**src/rtl/tetris_pkg.sv**
```systemverilog
// tetris_pkg: shared game types and default timing constants
package tetris_pkg;
    typedef enum logic [1:0] {IDLE, FALL, LAND, PAUSE} gravity_state_e;
    localparam int DEF_CNT_W       = 26;
    localparam int DEF_BASE_PERIOD = 33554432;
    localparam int DEF_MIN_PERIOD  = 1048576;
    localparam int DEF_SOFT_PERIOD = 2500000;
    localparam int DEF_LOCK_DELAY  = 25000000;
    localparam int DEF_MAX_RESETS  = 15;
endpackage

```
**src/rtl/gravity_scheduler_if.sv**
```systemverilog
// gravity_scheduler_if: controller-side handshake bundle of the gravity scheduler
interface gravity_scheduler_if
    import tetris_pkg::*;
#(
    parameter int CNT_W = DEF_CNT_W
) ();
    logic             spawn;
    logic             pause;
    logic [3:0]       level;
    logic             soft_drop;
    logic             landed;
    logic             move_reset;
    logic             drop_tick;
    logic             lock_tick;
    gravity_state_e   state;
    logic [CNT_W-1:0] cur_period;
    modport master (
        output spawn, pause, level, soft_drop, landed, move_reset,
        input  drop_tick, lock_tick, state, cur_period
    );
    modport slave (
        input  spawn, pause, level, soft_drop, landed, move_reset,
        output drop_tick, lock_tick, state, cur_period
    );
endinterface

```
**src/rtl/gravity_period_sel.sv**
```systemverilog
// gravity_period_sel: level/soft_drop to drop period, floored at MIN_PERIOD
module gravity_period_sel #(
    parameter int CNT_W       = 26,
    parameter int BASE_PERIOD = 33554432,
    parameter int MIN_PERIOD  = 1048576,
    parameter int SOFT_PERIOD = 2500000
) (
    input  logic [3:0]       level,
    input  logic             soft_drop,
    output logic [CNT_W-1:0] cur_period
);
    localparam logic [CNT_W-1:0] BASE = CNT_W'(BASE_PERIOD);
    localparam logic [CNT_W-1:0] MINP = CNT_W'(MIN_PERIOD);
    localparam logic [CNT_W-1:0] SOFT = CNT_W'(SOFT_PERIOD);
    logic [CNT_W-1:0] shifted, lvl_p;
    always_comb begin
        shifted    = BASE >> level;
        lvl_p      = shifted > MINP ? shifted : MINP;
        cur_period = soft_drop && SOFT < lvl_p ? SOFT : lvl_p;
    end
endmodule

```
**src/rtl/gravity_scheduler.sv**
```systemverilog
// gravity_scheduler: level-paced drop ticks and lock-delay timer for the falling piece
module gravity_scheduler
    import tetris_pkg::*;
#(
    parameter int CNT_W       = DEF_CNT_W,
    parameter int BASE_PERIOD = DEF_BASE_PERIOD,
    parameter int MIN_PERIOD  = DEF_MIN_PERIOD,
    parameter int SOFT_PERIOD = DEF_SOFT_PERIOD,
    parameter int LOCK_DELAY  = DEF_LOCK_DELAY,
    parameter int MAX_RESETS  = DEF_MAX_RESETS
) (
    input logic clk,
    input logic reset,
    gravity_scheduler_if.slave bus
);
    localparam int RU_W = $clog2(MAX_RESETS + 2);
    localparam logic [CNT_W-1:0] LOCK_END = CNT_W'(LOCK_DELAY - 1);
    localparam logic [RU_W-1:0]  RU_MAX   = RU_W'(MAX_RESETS);
    gravity_state_e   state, state_nxt, saved, saved_nxt;
    logic [CNT_W-1:0] g_cnt, g_nxt, l_cnt, l_nxt, cur_period, g_inc, l_inc;
    logic [RU_W-1:0]  ru, ru_nxt;
    logic             drop_q, drop_nxt, lock_q, lock_nxt;
    logic             g_end, l_end, can_reset;
    gravity_period_sel #(
        .CNT_W(CNT_W), .BASE_PERIOD(BASE_PERIOD),
        .MIN_PERIOD(MIN_PERIOD), .SOFT_PERIOD(SOFT_PERIOD)
    ) u_period (
        .level(bus.level), .soft_drop(bus.soft_drop), .cur_period(cur_period)
    );
    assign g_inc     = &g_cnt ? g_cnt : g_cnt + CNT_W'(1);
    assign l_inc     = &l_cnt ? l_cnt : l_cnt + CNT_W'(1);
    assign g_end     = g_cnt >= cur_period - CNT_W'(1);
    assign l_end     = l_cnt >= LOCK_END;
    assign can_reset = bus.move_reset && ru < RU_MAX;
    always_ff @(posedge clk) begin
        if (reset) begin
            state  <= IDLE;
            saved  <= IDLE;
            g_cnt  <= '0;
            l_cnt  <= '0;
            ru     <= '0;
            drop_q <= 1'b0;
            lock_q <= 1'b0;
        end else begin
            state  <= state_nxt;
            saved  <= saved_nxt;
            g_cnt  <= g_nxt;
            l_cnt  <= l_nxt;
            ru     <= ru_nxt;
            drop_q <= drop_nxt;
            lock_q <= lock_nxt;
        end
    end
    always_comb begin
        state_nxt = state;
        if (state == IDLE) state_nxt = bus.spawn ? FALL : IDLE;
        else if (state == PAUSE) state_nxt = bus.pause ? PAUSE : saved;
        else if (bus.pause) state_nxt = PAUSE;
        else if (bus.spawn) state_nxt = FALL;
        else if (state == FALL) state_nxt = bus.landed ? LAND : FALL;
        else if (!bus.landed) state_nxt = FALL;
        else if (!can_reset && l_end) state_nxt = IDLE;
    end
    // Counter updates follow the same priority as the state decision: pause, spawn, landed/move, timers.
    always_comb begin
        g_nxt     = g_cnt;
        l_nxt     = l_cnt;
        ru_nxt    = ru;
        saved_nxt = saved;
        drop_nxt  = 1'b0;
        lock_nxt  = 1'b0;
        if (state == IDLE) begin
            g_nxt  = '0;
            l_nxt  = '0;
            ru_nxt = '0;
        end else if (state != PAUSE) begin
            if (bus.pause) saved_nxt = state;
            else if (bus.spawn) begin
                g_nxt  = '0;
                l_nxt  = '0;
                ru_nxt = '0;
            end else if (state == FALL) begin
                if (bus.landed) l_nxt = '0;
                else if (g_end) begin
                    g_nxt    = '0;
                    drop_nxt = 1'b1;
                end else g_nxt = g_inc;
            end else if (!bus.landed) g_nxt = '0;
            else if (can_reset) begin
                l_nxt  = '0;
                ru_nxt = ru + RU_W'(1);
            end else if (l_end) begin
                l_nxt    = '0;
                lock_nxt = 1'b1;
            end else l_nxt = l_inc;
        end
    end
    assign bus.drop_tick  = drop_q;
    assign bus.lock_tick  = lock_q;
    assign bus.state      = state;
    assign bus.cur_period = cur_period;
endmodule

```
**src/flat_wrapper.sv**
```systemverilog
// flat-port wrapper written by rule: the top's interface ports become plain ports
module gravity_scheduler_flat import tetris_pkg::*;
#(
    parameter int CNT_W       = DEF_CNT_W,
    parameter int BASE_PERIOD = DEF_BASE_PERIOD,
    parameter int MIN_PERIOD  = DEF_MIN_PERIOD,
    parameter int SOFT_PERIOD = DEF_SOFT_PERIOD,
    parameter int LOCK_DELAY  = DEF_LOCK_DELAY,
    parameter int MAX_RESETS  = DEF_MAX_RESETS
)
  (clk, reset, bus_spawn, bus_pause, bus_level, bus_soft_drop, bus_landed, bus_move_reset, bus_drop_tick, bus_lock_tick, bus_state, bus_cur_period);
  gravity_scheduler_if #(.CNT_W(CNT_W)) bus_i ();
  input logic clk;
  input logic reset;
  input wire logic [$bits(bus_i.spawn)-1:0] bus_spawn;
  input wire logic [$bits(bus_i.pause)-1:0] bus_pause;
  input wire logic [$bits(bus_i.level)-1:0] bus_level;
  input wire logic [$bits(bus_i.soft_drop)-1:0] bus_soft_drop;
  input wire logic [$bits(bus_i.landed)-1:0] bus_landed;
  input wire logic [$bits(bus_i.move_reset)-1:0] bus_move_reset;
  output wire logic [$bits(bus_i.drop_tick)-1:0] bus_drop_tick;
  output wire logic [$bits(bus_i.lock_tick)-1:0] bus_lock_tick;
  output wire logic [$bits(bus_i.state)-1:0] bus_state;
  output wire logic [$bits(bus_i.cur_period)-1:0] bus_cur_period;
  assign bus_i.spawn = bus_spawn;
  assign bus_i.pause = bus_pause;
  assign bus_i.level = bus_level;
  assign bus_i.soft_drop = bus_soft_drop;
  assign bus_i.landed = bus_landed;
  assign bus_i.move_reset = bus_move_reset;
  assign bus_drop_tick = bus_i.drop_tick;
  assign bus_lock_tick = bus_i.lock_tick;
  assign bus_state = bus_i.state;
  assign bus_cur_period = bus_i.cur_period;
  gravity_scheduler #(.CNT_W(CNT_W), .BASE_PERIOD(BASE_PERIOD), .MIN_PERIOD(MIN_PERIOD), .SOFT_PERIOD(SOFT_PERIOD), .LOCK_DELAY(LOCK_DELAY), .MAX_RESETS(MAX_RESETS)) u_core (.clk(clk), .reset(reset), .bus(bus_i));
endmodule
```
**config.mk**
```make
export PLATFORM = sky130hd
export DESIGN_NAME = gravity_scheduler_flat
export DESIGN_NICKNAME = d
export VERILOG_FILES = /design/src/rtl/tetris_pkg.sv /design/src/rtl/gravity_scheduler_if.sv /design/src/rtl/gravity_period_sel.sv /design/src/rtl/gravity_scheduler.sv /design/src/flat_wrapper.sv
export SDC_FILE = /design/constraint.sdc
export NUM_CORES = 1
export LEC_CHECK = 0
export BUFFER_PORTS_ARGS = -buffer_cell sky130_fd_sc_hd__buf_4
export CAP_MARGIN = 20
export CORE_ASPECT_RATIO = 1.2
export CORE_UTILIZATION = 59
export CTS_BUF_LIST = sky130_fd_sc_hd__clkbuf_16
export CTS_CLUSTER_SIZE = 24
export DETAILED_ROUTE_END_ITERATION = 16
export HOLD_SLACK_MARGIN = 0.08
export PLACE_DENSITY_LB_ADDON = 0.15
export SLEW_MARGIN = 40
export SYNTH_ARGS = -nofsm -noshare
export SYNTH_HDL_FRONTEND = slang
export SYNTH_SLANG_ARGS = --single-unit
```
**constraint.sdc**
```tcl
create_clock -name clk -period 3.9 [get_ports clk]
set_input_delay 0.78 -clock clk [delete_from_list [all_inputs] [get_ports clk]]
set_output_delay 0.78 -clock clk [all_outputs]
set_load 0.05 [all_outputs]
```
# After elaboration in Yosys (flattened, before gate mapping)
# Cells that the tools add are included.
# word_totals
ff_bits	63
out_inout_bits	30
# classes
n_mux	31
n_shift	1
n_addsub	4
eq_ne	8
bitwise_logic	5
reduce_logical	16
magnitude_cmp	5
# op_table
cell	n
26-bit 2-to-1 mux	15
26-bit by 1-bit adder with 26-bit output (second input constant)	2
26-bit AND reduction	2
26-bit by 25-bit greater-or-equal comparator with 1-bit output (second input constant)	1
26-bit greater-or-equal comparator	1
26-bit by 21-bit > comparator with 1-bit output (second input constant)	1
22-bit by 26-bit < comparator with 1-bit output (first input constant)	1
26-bit by 4-bit right shift with 26-bit output (first input constant)	1
26-bit by 1-bit subtractor with 26-bit output (second input constant)	1
5-bit 2-to-1 mux	4
2-bit 2-to-1 mux	9
4-bit AND reduction	2
8-bit OR reduction	1
7-bit by 3-bit != test with 1-bit output (second input constant)	1
7-bit OR reduction	1
2-bit != test (second input constant)	3
5-bit by 1-bit adder with 5-bit output (second input constant)	1
5-bit by 4-bit < comparator with 1-bit output (second input constant)	1
5-bit by 3-bit != test with 1-bit output (second input constant)	1
1-bit NOT	5
5-bit AND reduction	1
4-bit by 3-bit != test with 1-bit output (second input constant)	1
2-bit nonzero test	2
1-bit logical AND	3
7 further kinds	9

# Longest topological paths before layout
# Gate-level depths: netlist of the first run.
# logic_depth
depth_word	12
mapped_depth	14
mapped_depth_nobuf	12

# By module
# From an unflattened synthesis of the first run, not the netlist that was laid out.
# hier_totals
hier_cells	624
hier_area_um2	4849.7
# by_module_without_submodules
module	area_per_inst_um2	cells_per_inst	instances
gravity_scheduler	4579.4	591	1
gravity_period_sel	270.3	33	1

# Worst setup path after synthesis of the first run
# Ideal clock, no wire load.
# synth_timing
path_type	input to register
from	input bus_level[2]
to	register u_core.g_cnt[10]
path_buffers	3
cell_stages	13
setup_time_ns	0.131
setup_slack_ns	-0.131
arrival_time_ns	3.900
required_ns	3.769
cell_sequence	or2_2 > clkbuf_1 > clkbuf_1 > nor2_1 > ha_1 > nand2_1 > o21ai_0 > nand3_1 > a2111oi_2 > nor3_4 > nand2_1 > buf_2 > o311ai_1
# synth_via
elab_chain_cells	12
word_cells_on_any_way	14
classes_between	add/sub (1); order compare (3); eq/ne (1); shift (1); mux (6); reduce/logical (2)
# synth_rtl
item	line	source
from (decl)	flat_wrapper.sv:17	input wire logic [$bits(bus_i.level)-1:0] bus_level;
26-bit by 4-bit right shift with 26-bit output *	gravity_period_sel.sv:17	shifted = BASE >> level;
26-bit by 21-bit > comparator with 1-bit output	gravity_period_sel.sv:18	lvl_p = shifted > MINP ? shifted : MINP;
26-bit 2-to-1 mux *	gravity_period_sel.sv:18	
22-bit by 26-bit < comparator with 1-bit output	gravity_period_sel.sv:19	cur_period = soft_drop && SOFT < lvl_p ? SOFT : lvl_p;
1-bit logical AND	gravity_period_sel.sv:19	
26-bit 2-to-1 mux *	gravity_period_sel.sv:19	
net bus_cur_period[5]	flat_wrapper.sv:24	output wire logic [$bits(bus_i.cur_period)-1:0] bus_cur_period;
26-bit by 1-bit subtractor with 26-bit output *	gravity_scheduler.sv:32	assign g_end = g_cnt >= cur_period - CNT_W'(1);
26-bit greater-or-equal comparator *	gravity_scheduler.sv:32	
26-bit 2-to-1 mux	gravity_scheduler.sv:84	else if (g_end) begin
26-bit 2-to-1 mux	gravity_scheduler.sv:83	if (bus.landed) l_nxt = '0;
26-bit 2-to-1 mux	gravity_scheduler.sv:82	end else if (state == FALL) begin
26-bit 2-to-1 mux	gravity_scheduler.sv:78	else if (bus.spawn) begin
to (signal assigned)	gravity_scheduler.sv:47	g_cnt <= g_nxt;
to (decl)	gravity_scheduler.sv:20	logic [CNT_W-1:0] g_cnt, g_nxt, l_cnt, l_nxt, cur_period, g_inc, l_inc;
# The timed path passes the listed nets; every way through them passes the cells marked *. The select of a mux whose other input is x is not followed.
# A chain may end at the register's enable or synchronous reset.

# Worst setup path after layout of the first run
# layout_timing
from	input bus_level[2]
to	register u_core.g_cnt[2]
# layout_via
elab_chain_cells	12
word_cells_on_any_way	14
classes_between	add/sub (1); order compare (3); eq/ne (1); shift (1); mux (6); reduce/logical (2)
# layout_rtl
item	line
26-bit by 4-bit right shift with 26-bit output *	gravity_period_sel.sv:17
26-bit by 21-bit > comparator with 1-bit output	gravity_period_sel.sv:18
26-bit 2-to-1 mux *	gravity_period_sel.sv:18
22-bit by 26-bit < comparator with 1-bit output	gravity_period_sel.sv:19
1-bit logical AND	gravity_period_sel.sv:19
26-bit 2-to-1 mux *	gravity_period_sel.sv:19
26-bit by 1-bit subtractor with 26-bit output *	gravity_scheduler.sv:32
26-bit greater-or-equal comparator *	gravity_scheduler.sv:32
26-bit 2-to-1 mux	gravity_scheduler.sv:84
26-bit 2-to-1 mux	gravity_scheduler.sv:83
26-bit 2-to-1 mux	gravity_scheduler.sv:82
26-bit 2-to-1 mux	gravity_scheduler.sv:78
# Every way passes the cells marked *; elsewhere a longest branch is shown, timed or not. The select of a mux whose other input is x is not followed.

==> flow_summary.toml, run 1 <==
[run_status]
status = "finished, final reports clean"

[timing]
finalSetupViolCount = 0
finalCritPeriodShare = 0.908
max_freq_mhz = 282
setup_ws_ns = 0.359
rsz0062_at_grt = "false"
finalMaxSlewViolations = 0
worst_slew_pin_slew_ns = 0.746
whs_ns = 0.469
tns_ns = 0
period_minus_slack_ns = 3.54
max-slew-margin-rel = 0.501
skew_ns = 0.00611
hold_viol = 0

[global_route]
grt_start_max_net_pins = 20
grt_pass1_vias = 3547
use_met2 = 0.493
grt_util_met1 = 0.302
grtUsageTotal = 0.272
grt-busiest-layer = "met2"
overflow = 0
grt_pass1_wl_um = 15500
antenna_found_initial = 0
use_met3 = 0.0388

[setup_path]
critical_path.slowest_cell = "or4_1"
startpoint = "bus_level[2]"
crit_arrival_ns = 3.78
path_delay_family = "simple AND/OR/NAND/NOR gates"
critical_path_buf_inv_count = 1
path_class = "in -> reg"
path_max_fanout = 5
slowest_delay_ns = 0.48
worstPathCellList = "buf_4 -> or2_2 -> nor3_1 -> nand2b_1 -> ha_1 -> a21o_1 -> a21o_1 -> a31oi_1 -> nand3_1 -> or2_1 -> or4_1 -> a31oi_1"
crit_required_ns = 4.14
r2r_slack_ns = 1.21
start_kind = "input port"
r2r-start = "u_core.g_cnt[0]$_SDFFE_PP0P_"
critPathCaptureType = "flop"

[cts]
cts_setup_buffers = 0
clk_pin_slew_ns = 0.05
numClockSinks = 63
clock_latency_ns = 0.33
cts-buffers-inserted = 9
clock_path_buffers = 2
root_buffer = "clkbuf_16"
cts_tree = "done"
ctsHoldBuffers = 0
htreeDepth = 3
ctsResizeCount = 0

[logic_synthesis]
synth_edf_count = 0
yosysTopAreaCell = "dfxtp_1"
yosysWarnings = 0
syn_area_mm2 = 0.00399
async_flop_share = 0
synth.top_cells.by_count = "dfxtp_1, nand2_1, nor2_1"
synth_cell_types = 62
synth-main-ff-cell = "dfxtp_1"
yosys.cell_count.top_type = "dfxtp_1"
syn_avg_cell_area_um2 = 7.76
ys_seq_area_frac = 0.316
syn_inst = 514
synth_area_leaders = "dfxtp_1, ha_1, nand3_1, nand2_1, nor2_1"
ys_ff_latch = 63
synth_top_area_frac = 0.316

[placement]
hpwl_um = 6550
dpl_worst_slack_ns = 0.131
globalplace.congestion = 0.907
port_buffers = 27

[power]
swShare = 0.248
powerDensity_mw_per_mm2 = 347
p_int_uw = 1170
pwr-share-clk = 0.480
switchingPower_uw = 386
leakagePower_uw = 0.00173
ir_drop_mv = 0.333
combPwrFrac = 0.099
seq_power_share = 0.420

[route]
drt_iter0_drc = 222
routed_via_density = 6.05
routedWlPerCell_um = 14.7
dr.pass1.iters = 7
via_count = 3794
final_antenna_net_count = 0
totalWireLength_um = 9190
drc = 0

[worst_hold_path]
worst_hold_path_type = "reg -> reg"
min_from = "u_core.l_cnt[19]$_SDFFE_PP0P_"

[layout]
drive_gt1_frac = 0.107
seq_area_mm2 = 0.00126
multiInputGateArea_mm2 = 0.00255
area.growth.synth_to_final_pct = 12.4
layout.nets = 571
num_antenna_cells = 0
fill_cells = 551

[floorplan]
rows = 32
coreArea_mm2 = 0.00649
pin_count = 41
die_area_mm2 = 0.00709
die_width_um = 77.0
start_util = 0.615
die_h_um = 92.0

[flow_run]
drv_cap = 0
## logic make-up after synthesis
| logic type | after synthesis | synth area share |
|---|---|---|
| multiplexers | 2 | 0.00502 |
| adder cells (fa/ha/maj) | 24 | 0.0741 |
| flip-flops | 63 | 0.316 |
| XOR/XNOR | 7 | 0.0154 |
| buffers and inverters | 46 | 0.0603 |
| other | 2 | 0.00188 |
| AND/OR/NAND/NOR | 256 | 0.335 |
| AO/OA/AOI/OAI | 114 | 0.192 |
## layer usage
metal | share of wire | vias up
li1 | - | 1904
met1 | 0.42 | 1782
met2 | 0.52 | 86
met3 | 0.031 | 22
met4 | 0.027 | 0
met5 | 0 | -
## per-stage QoR
step / instance area [µm²] / utilization / instances / power [µW]
floorplan: 4050 / - / 530 / 797
global placement: 4190 / 0.646 / 611 / 818
detailed placement: 4200 / 0.648 / 612 / 821
CTS: 4480 / 0.691 / 627 / 1570
global route: 4480 / 0.691 / 627 / 1610
finish: 4480 / 0.691 / 627 / 1560
## registers in the layout (all words and copies together), names as in the netlist
| signal | cells |
|---|---|
| u_core.saved | 2 |
| u_core.bus.lock_tick | 1 |
| u_core.bus.drop_tick | 1 |
| u_core.bus.state | 2 |
| u_core.ru | 5 |
| u_core.g_cnt | 26 |
| u_core.l_cnt | 26 |
## area by class of cell
| type | count | share of cell area |
|---|---|---|
| timing repair buffer | 33 | 0.0553 |
| inverter | 10 | 0.00838 |
| clock inverter | 6 | 0.0120 |
| multi-input combinational | 421 | 0.569 |
| sequential | 63 | 0.281 |
| tap | 85 | 0.0237 |
| clock buffer | 9 | 0.0503 |
## path summary, 6_finish.rpt
kind	to	depth (start not counted)
max	u_core.g_cnt[2]$_SDFFE_PP0P_	12
min	u_core.l_cnt[19]$_SDFFE_PP0P_	1
max reg2reg	u_core.g_cnt[13]$_SDFFE_PP0P_	8
min reg2reg	u_core.l_cnt[19]$_SDFFE_PP0P_	1
## layout by cell type (no fill, tap or decap), drive strengths merged, types with 5 or more instances in the layout
master,n
dfxtp,63
nand2,56
nor2,50
nand3,48
buf,33
o21ai,27
ha,22
a21oi,21
conb,18
and3,15
o31ai,15
nand2b,12
nand4,12
a31oi,12
inv,11
nor3,11
and2,11
clkbuf,9
o311ai,8
or4,6
and4,6
and2b,6
a21o,6
nor4,5
o21a,5
or2,5
## power by group through the flow
stage	sequential [µW]	clock [µW]	combinational [µW]
after CTS	654	758	154
after global placement	667	0	151
after floorplan	669	0	128
after global routing	654	785	169
final	654	748	155
after detailed placement	667	0	154
No activity file was read; power rests on OpenSTA's default activity.
==> run 2, diff against run 1 <==
--- a/config.mk
+++ b/config.mk
@@ -8,8 +8,8 @@
 export BUFFER_PORTS_ARGS = -buffer_cell sky130_fd_sc_hd__buf_4
 export CAP_MARGIN = 20
 export CORE_ASPECT_RATIO = 1.2
-export CORE_UTILIZATION = 59
-export CTS_BUF_LIST = sky130_fd_sc_hd__clkbuf_16
+export CORE_UTILIZATION = 60
+export CTS_BUF_LIST = sky130_fd_sc_hd__clkbuf_8
 export CTS_CLUSTER_SIZE = 24
 export DETAILED_ROUTE_END_ITERATION = 16
 export HOLD_SLACK_MARGIN = 0.08
==> run 2 against run 1 <==
  * Fmax is 0.37% higher
  * Routed wire length is 0.39% lower
  * Critical endpoint is now u_core.g_cnt[24]$_SDFFE_PP0P_
  * Combinational power hardly changed
  * Register-to-register slack worse by 0.02 ns
  * Non-clock buffer count is 2 higher
  * Largest cell class unchanged
  * Highest routed layer unchanged
  * Count of clock-buffer cells in the layout is 1 higher
  * Design area is 2.0% lower
  * Power is 15% lower
  * Critical path type unchanged
  * Utilization is 0.56 points lower
  * Worst hold slack better by 0.025 ns
==> flow_summary.toml, run 2 (synthesized netlist as in run 1, its figures left out) <==
[timing]
period_minus_slack_ns = 3.53
hold_viol = 0
finalMaxSlewViolations = 0
worst_slew_pin_slew_ns = 0.720
finalCritPeriodShare = 0.905
finalSetupViolCount = 0
setup_ws_ns = 0.372
skew_ns = 0.0100
max-slew-margin-rel = 0.518
max_freq_mhz = 283
tns_ns = 0
rsz0062_at_grt = "false"

[floorplan]
rows = 32
die_h_um = 91.3
die_width_um = 76.4
pin_count = 41
coreArea_mm2 = 0.00641
die_area_mm2 = 0.00698
start_util = 0.622

[placement]
port_buffers = 27
dp_cells = 614
globalplace.congestion = 0.839
hpwl_um = 6740
dpl_worst_slack_ns = 0.0362

[cts]
ctsResizeCount = 0
cts_tree = "done"
clk_pin_slew_ns = 0.07
ctsHoldBuffers = 0
htreeDepth = 3
cts-buffers-inserted = 9
cts_setup_buffers = 0
clock_path_buffers = 2
clock_latency_ns = 0.35
root_buffer = "clkbuf_8"
numClockSinks = 63

[run_status]
status = "finished, final reports clean"

[layout]
layout.nets = 573
fin_util = 0.685
fin_cells = 630
drive_gt1_frac = 0.117
area.growth.synth_to_final_pct = 10.1
num_antenna_cells = 0
mostFrequentLayoutCell = "dfxtp_1"
top_regs = "u_core.g_cnt (26), u_core.l_cnt (26), u_core.ru (5)"
layout_common_cells = "dfxtp_1, nand2_1, nor2_1"
fill_cells = 543

[setup_path]
crit_arrival_ns = 3.72
path_class = "in -> reg"
critPathCaptureType = "flop"
path_max_fanout = 16
start_kind = "input port"
crit_required_ns = 4.09

[route]
routed_via_density = 6.06
via_count = 3817
drt_iter0_drc = 244
routedWlPerCell_um = 14.5
drc = 0
final_antenna_net_count = 0
dr.pass1.iters = 4
totalWireLength_um = 9150

[power]
pwr-share-clk = 0.388
combPwrFrac = 0.118
swShare = 0.295
seq_power_share = 0.494
ir_drop_mv = 0.244
switchingPower_uw = 389
leakagePower_uw = 0.00169
powerDensity_mw_per_mm2 = 301
p_int_uw = 932

[global_route]
grtUsageTotal = 0.274
grt_pass1_wl_um = 15700
overflow = 0
antenna_found_initial = 0
grt_start_max_net_pins = 20
grt_pass1_vias = 3591

[worst_hold_path]
worst_hold_path_type = "reg -> reg"

[flow_run]
drv_cap = 0
[run 2: critical path, cell delays in order]
cell and delay, ns:
buf_4 0.12, or2_2 0.31, nor3_1 0.25, nand2b_1 0.13, ha_1 0.31, a21o_1 0.19
a21o_1 0.17, a31oi_1 0.22, nand3_1 0.23, nor3_4 0.26, nand2_1 0.07, buf_4 0.20
o311ai_0 0.46
[run 2: per-layer routing]
metal / part of all wire / vias to the layer above / global-route usage
li1: - / 1915 / -
met1: 0.43 / 1809 / 0.311
met2: 0.52 / 75 / 0.494
met3: 0.033 / 18 / 0.0432
met4: 0.019 / 0 / 0.130
met5: 0 / - / 0
[run 2: power groups by stage]
| stage | Clock [µW] | Combinational (µW) | Sequential, µW |
|---|---|---|---|
| finish | 512 | 156 | 653 |
| global route | 541 | 168 | 653 |
| CTS | 514 | 155 | 652 |
| detailed placement | 0 | 155 | 667 |
| global placement | 0 | 152 | 667 |
| floorplan | 0 | 128 | 669 |
[run 2: cell type report]
| cell class | instances | area (µm²) | area share |
|---|---|---|---|
| multi-input cells | 421 | 2550 | 0.581 |
| repair buffers | 35 | 260 | 0.0593 |
| clock buffers | 10 | 138 | 0.0313 |
| flip-flops and latches | 63 | 1260 | 0.287 |
| well taps | 85 | 106 | 0.0242 |
| clock inverters | 6 | 37.5 | 0.00855 |
| inverters | 10 | 37.5 | 0.00855 |
[run 2: path summary, 6_finish.rpt]
kind | startpoint | endpoint | slack [ns] | cells past startpoint
worst max-delay path | bus_level[2] | u_core.g_cnt[24]$_SDFFE_PP0P_ | 0.37 | 13
worst min-delay path | u_core.ru[4]$_SDFFE_PP0P_ | u_core.ru[4]$_SDFFE_PP0P_ | 0.49 | 2
worst max register to register | u_core.g_cnt[0]$_SDFFE_PP0P_ | u_core.g_cnt[24]$_SDFFE_PP0P_ | 1.19 | 10
worst min register to register | u_core.ru[4]$_SDFFE_PP0P_ | u_core.ru[4]$_SDFFE_PP0P_ | 0.49 | 2
[run 2: metrics by stage]
stage | hold WS, ns | instance area, µm² | power, µW
3_3_place_gp | 0.458 | 4210 | 819
2_1_floorplan | 0.433 | 4050 | 797
3_5_place_dp | 0.472 | 4220 | 822
6_report | 0.495 | 4390 | 1320
5_1_grt | 0.514 | 4390 | 1360
4_1_cts | 0.493 | 4390 | 1320
==> run 3, diff against run 2 <==
--- a/config.mk
+++ b/config.mk
@@ -7,7 +7,7 @@
 export LEC_CHECK = 0
 export BUFFER_PORTS_ARGS = -buffer_cell sky130_fd_sc_hd__buf_4
 export CAP_MARGIN = 20
-export CORE_ASPECT_RATIO = 1.2
+export CORE_ASPECT_RATIO = 0.7
 export CORE_UTILIZATION = 60
 export CTS_BUF_LIST = sky130_fd_sc_hd__clkbuf_8
 export CTS_CLUSTER_SIZE = 24
==> run 3 against run 2 <==
  * Clock power is 12% higher
  * Highest routed layer unchanged
  * Non-clock buffer count is 4 higher
  * Register-to-register slack better by 0.04 ns
  * Combinational power is 3% higher
  * Fmax is 1.8% higher
  * Via count is 2.8% higher
  * Largest power group unchanged
  * Global-route usage is 1.8 points higher
  * Critical path type unchanged
  * Die area hardly changed
  * Power is 5.1% higher
  * Worst hold slack worse by 0.015 ns
  * Routed wire length is 5.2% higher
==> flow_summary.toml, run 3 (synthesized netlist as in run 1, its figures left out) <==
[timing]
hold_viol = 0
period_minus_slack_ns = 3.46
finalCritPeriodShare = 0.888
skew_ns = 0.00750
max-slew-margin-rel = 0.487
finalMaxSlewViolations = 0
finalSetupViolCount = 0
worst_slew_pin_slew_ns = 0.766
max_freq_mhz = 289
setup_ws_ns = 0.436
rsz0062_at_grt = "false"

[cts]
clock_path_buffers = 2
root_buffer = "clkbuf_8"
htreeDepth = 3
cts-buffers-inserted = 9
cts_tree = "done"
clock_latency_ns = 0.35
cts_setup_buffers = 0
ctsHoldBuffers = 0
clk_pin_slew_ns = 0.07
numClockSinks = 63
ctsResizeCount = 0

[route]
final_antenna_net_count = 0
via_count = 3925
totalWireLength_um = 9630
routed_via_density = 6.26
drc = 0
drt_iter0_drc = 371
routedWlPerCell_um = 15.4
dr.pass1.iters = 5

[global_route]
grt_pass1_vias = 3480
grt_start_max_net_pins = 20
overflow = 0
antenna_found_initial = 0
grt_pass1_wl_um = 16300
grtUsageTotal = 0.292

[floorplan]
die_area_mm2 = 0.00698
rows = 24
coreArea_mm2 = 0.00631
pin_count = 41
die_width_um = 99.4
start_util = 0.632
die_h_um = 70.2

[placement]
port_buffers = 27
hpwl_um = 6960
placed_area_mm2 = 0.00422
dp_cells = 608
globalplace.congestion = 0.901
dpl_worst_slack_ns = -0.0689

[layout]
top_regs = "u_core.g_cnt (26), u_core.l_cnt (26), u_core.ru (5)"
stdcell_area_mm2 = 0.00444
num_antenna_cells = 0
fin_util = 0.704
mostFrequentLayoutCell = "dfxtp_1"
fin_cells = 627
layout_common_cells = "dfxtp_1, nand2_1, nor2_1, nand3_1, buf_4"
drive_gt1_frac = 0.128
layout.nets = 577
area.growth.synth_to_final_pct = 11.4

[setup_path]
path_class = "in -> reg"
crit_required_ns = 4.17
path_max_fanout = 5
critPathCaptureType = "flop"
crit_arrival_ns = 3.74
start_kind = "input port"

[power]
ir_drop_mv = 0.232
powerDensity_mw_per_mm2 = 313
power_uw = 1390
leakagePower_uw = 0.00172

[flow_run]
drv_cap = 0

[worst_hold_path]
worst_hold_path_type = "reg -> reg"

[run_status]
status = "finished, final reports clean"
==> run 3: where the power goes <==
part | leakage [µW] | switching, µW | internal [µW]
combinational | 0.00111 | 118 | 42.7
sequential | 0.000508 | 6.41 | 646
clock | 0.0000981 | 266 | 309
==> run 3: area by class of cell <==
type,instances,area [µm²]
well taps,78,97.6
repair buffers,39,293
clock buffers,10,138
fillers,522,1870
clock inverters,6,60.1
multi-input cells,421,2550
flip-flops and latches,63,1260
inverters,10,37.5
==> run 3: final timing paths <==
kind / start / cells past startpoint / to / slack (ns)
setup / recovery: bus_level[2] / 13 / u_core.g_cnt[2]$_SDFFE_PP0P_ / 0.44
hold / removal: u_core.ru[4]$_SDFFE_PP0P_ / 2 / u_core.ru[4]$_SDFFE_PP0P_ / 0.48
setup reg to reg: u_core.g_cnt[24]$_SDFFE_PP0P_ / 9 / u_core.g_cnt[2]$_SDFFE_PP0P_ / 1.23
hold reg to reg: u_core.ru[4]$_SDFFE_PP0P_ / 2 / u_core.ru[4]$_SDFFE_PP0P_ / 0.48
==> run 3: per-stage QoR <==
| step | TNS (ns) | hold slack, ns |
|---|---|---|
| 2_1_floorplan | 0 | 0.433 |
| 5_1_grt | 0 | 0.505 |
| 3_3_place_gp | 0 | 0.457 |
| 4_1_cts | 0 | 0.483 |
| 3_5_place_dp | -0.308 | 0.462 |
| 6_report | 0 | 0.480 |
==> run 3: critical path: stages <==
cell and delay (ns):
buf_4 0.12, or2_2 0.31, nor3_1 0.20, nand2b_1 0.11, ha_1 0.31, a21o_1 0.18
a21o_1 0.17, a31oi_1 0.19, nand3_1 0.19, buf_4 0.21, or2_1 0.29, or4_1 0.48
a31oi_1 0.18
==> run 3: layer usage <==
layer	part of all wire	global-route usage
met1	0.49	0.410
met2	0.42	0.441
met3	0.078	0.0801
met4	0.011	0.0719
met5	0	0
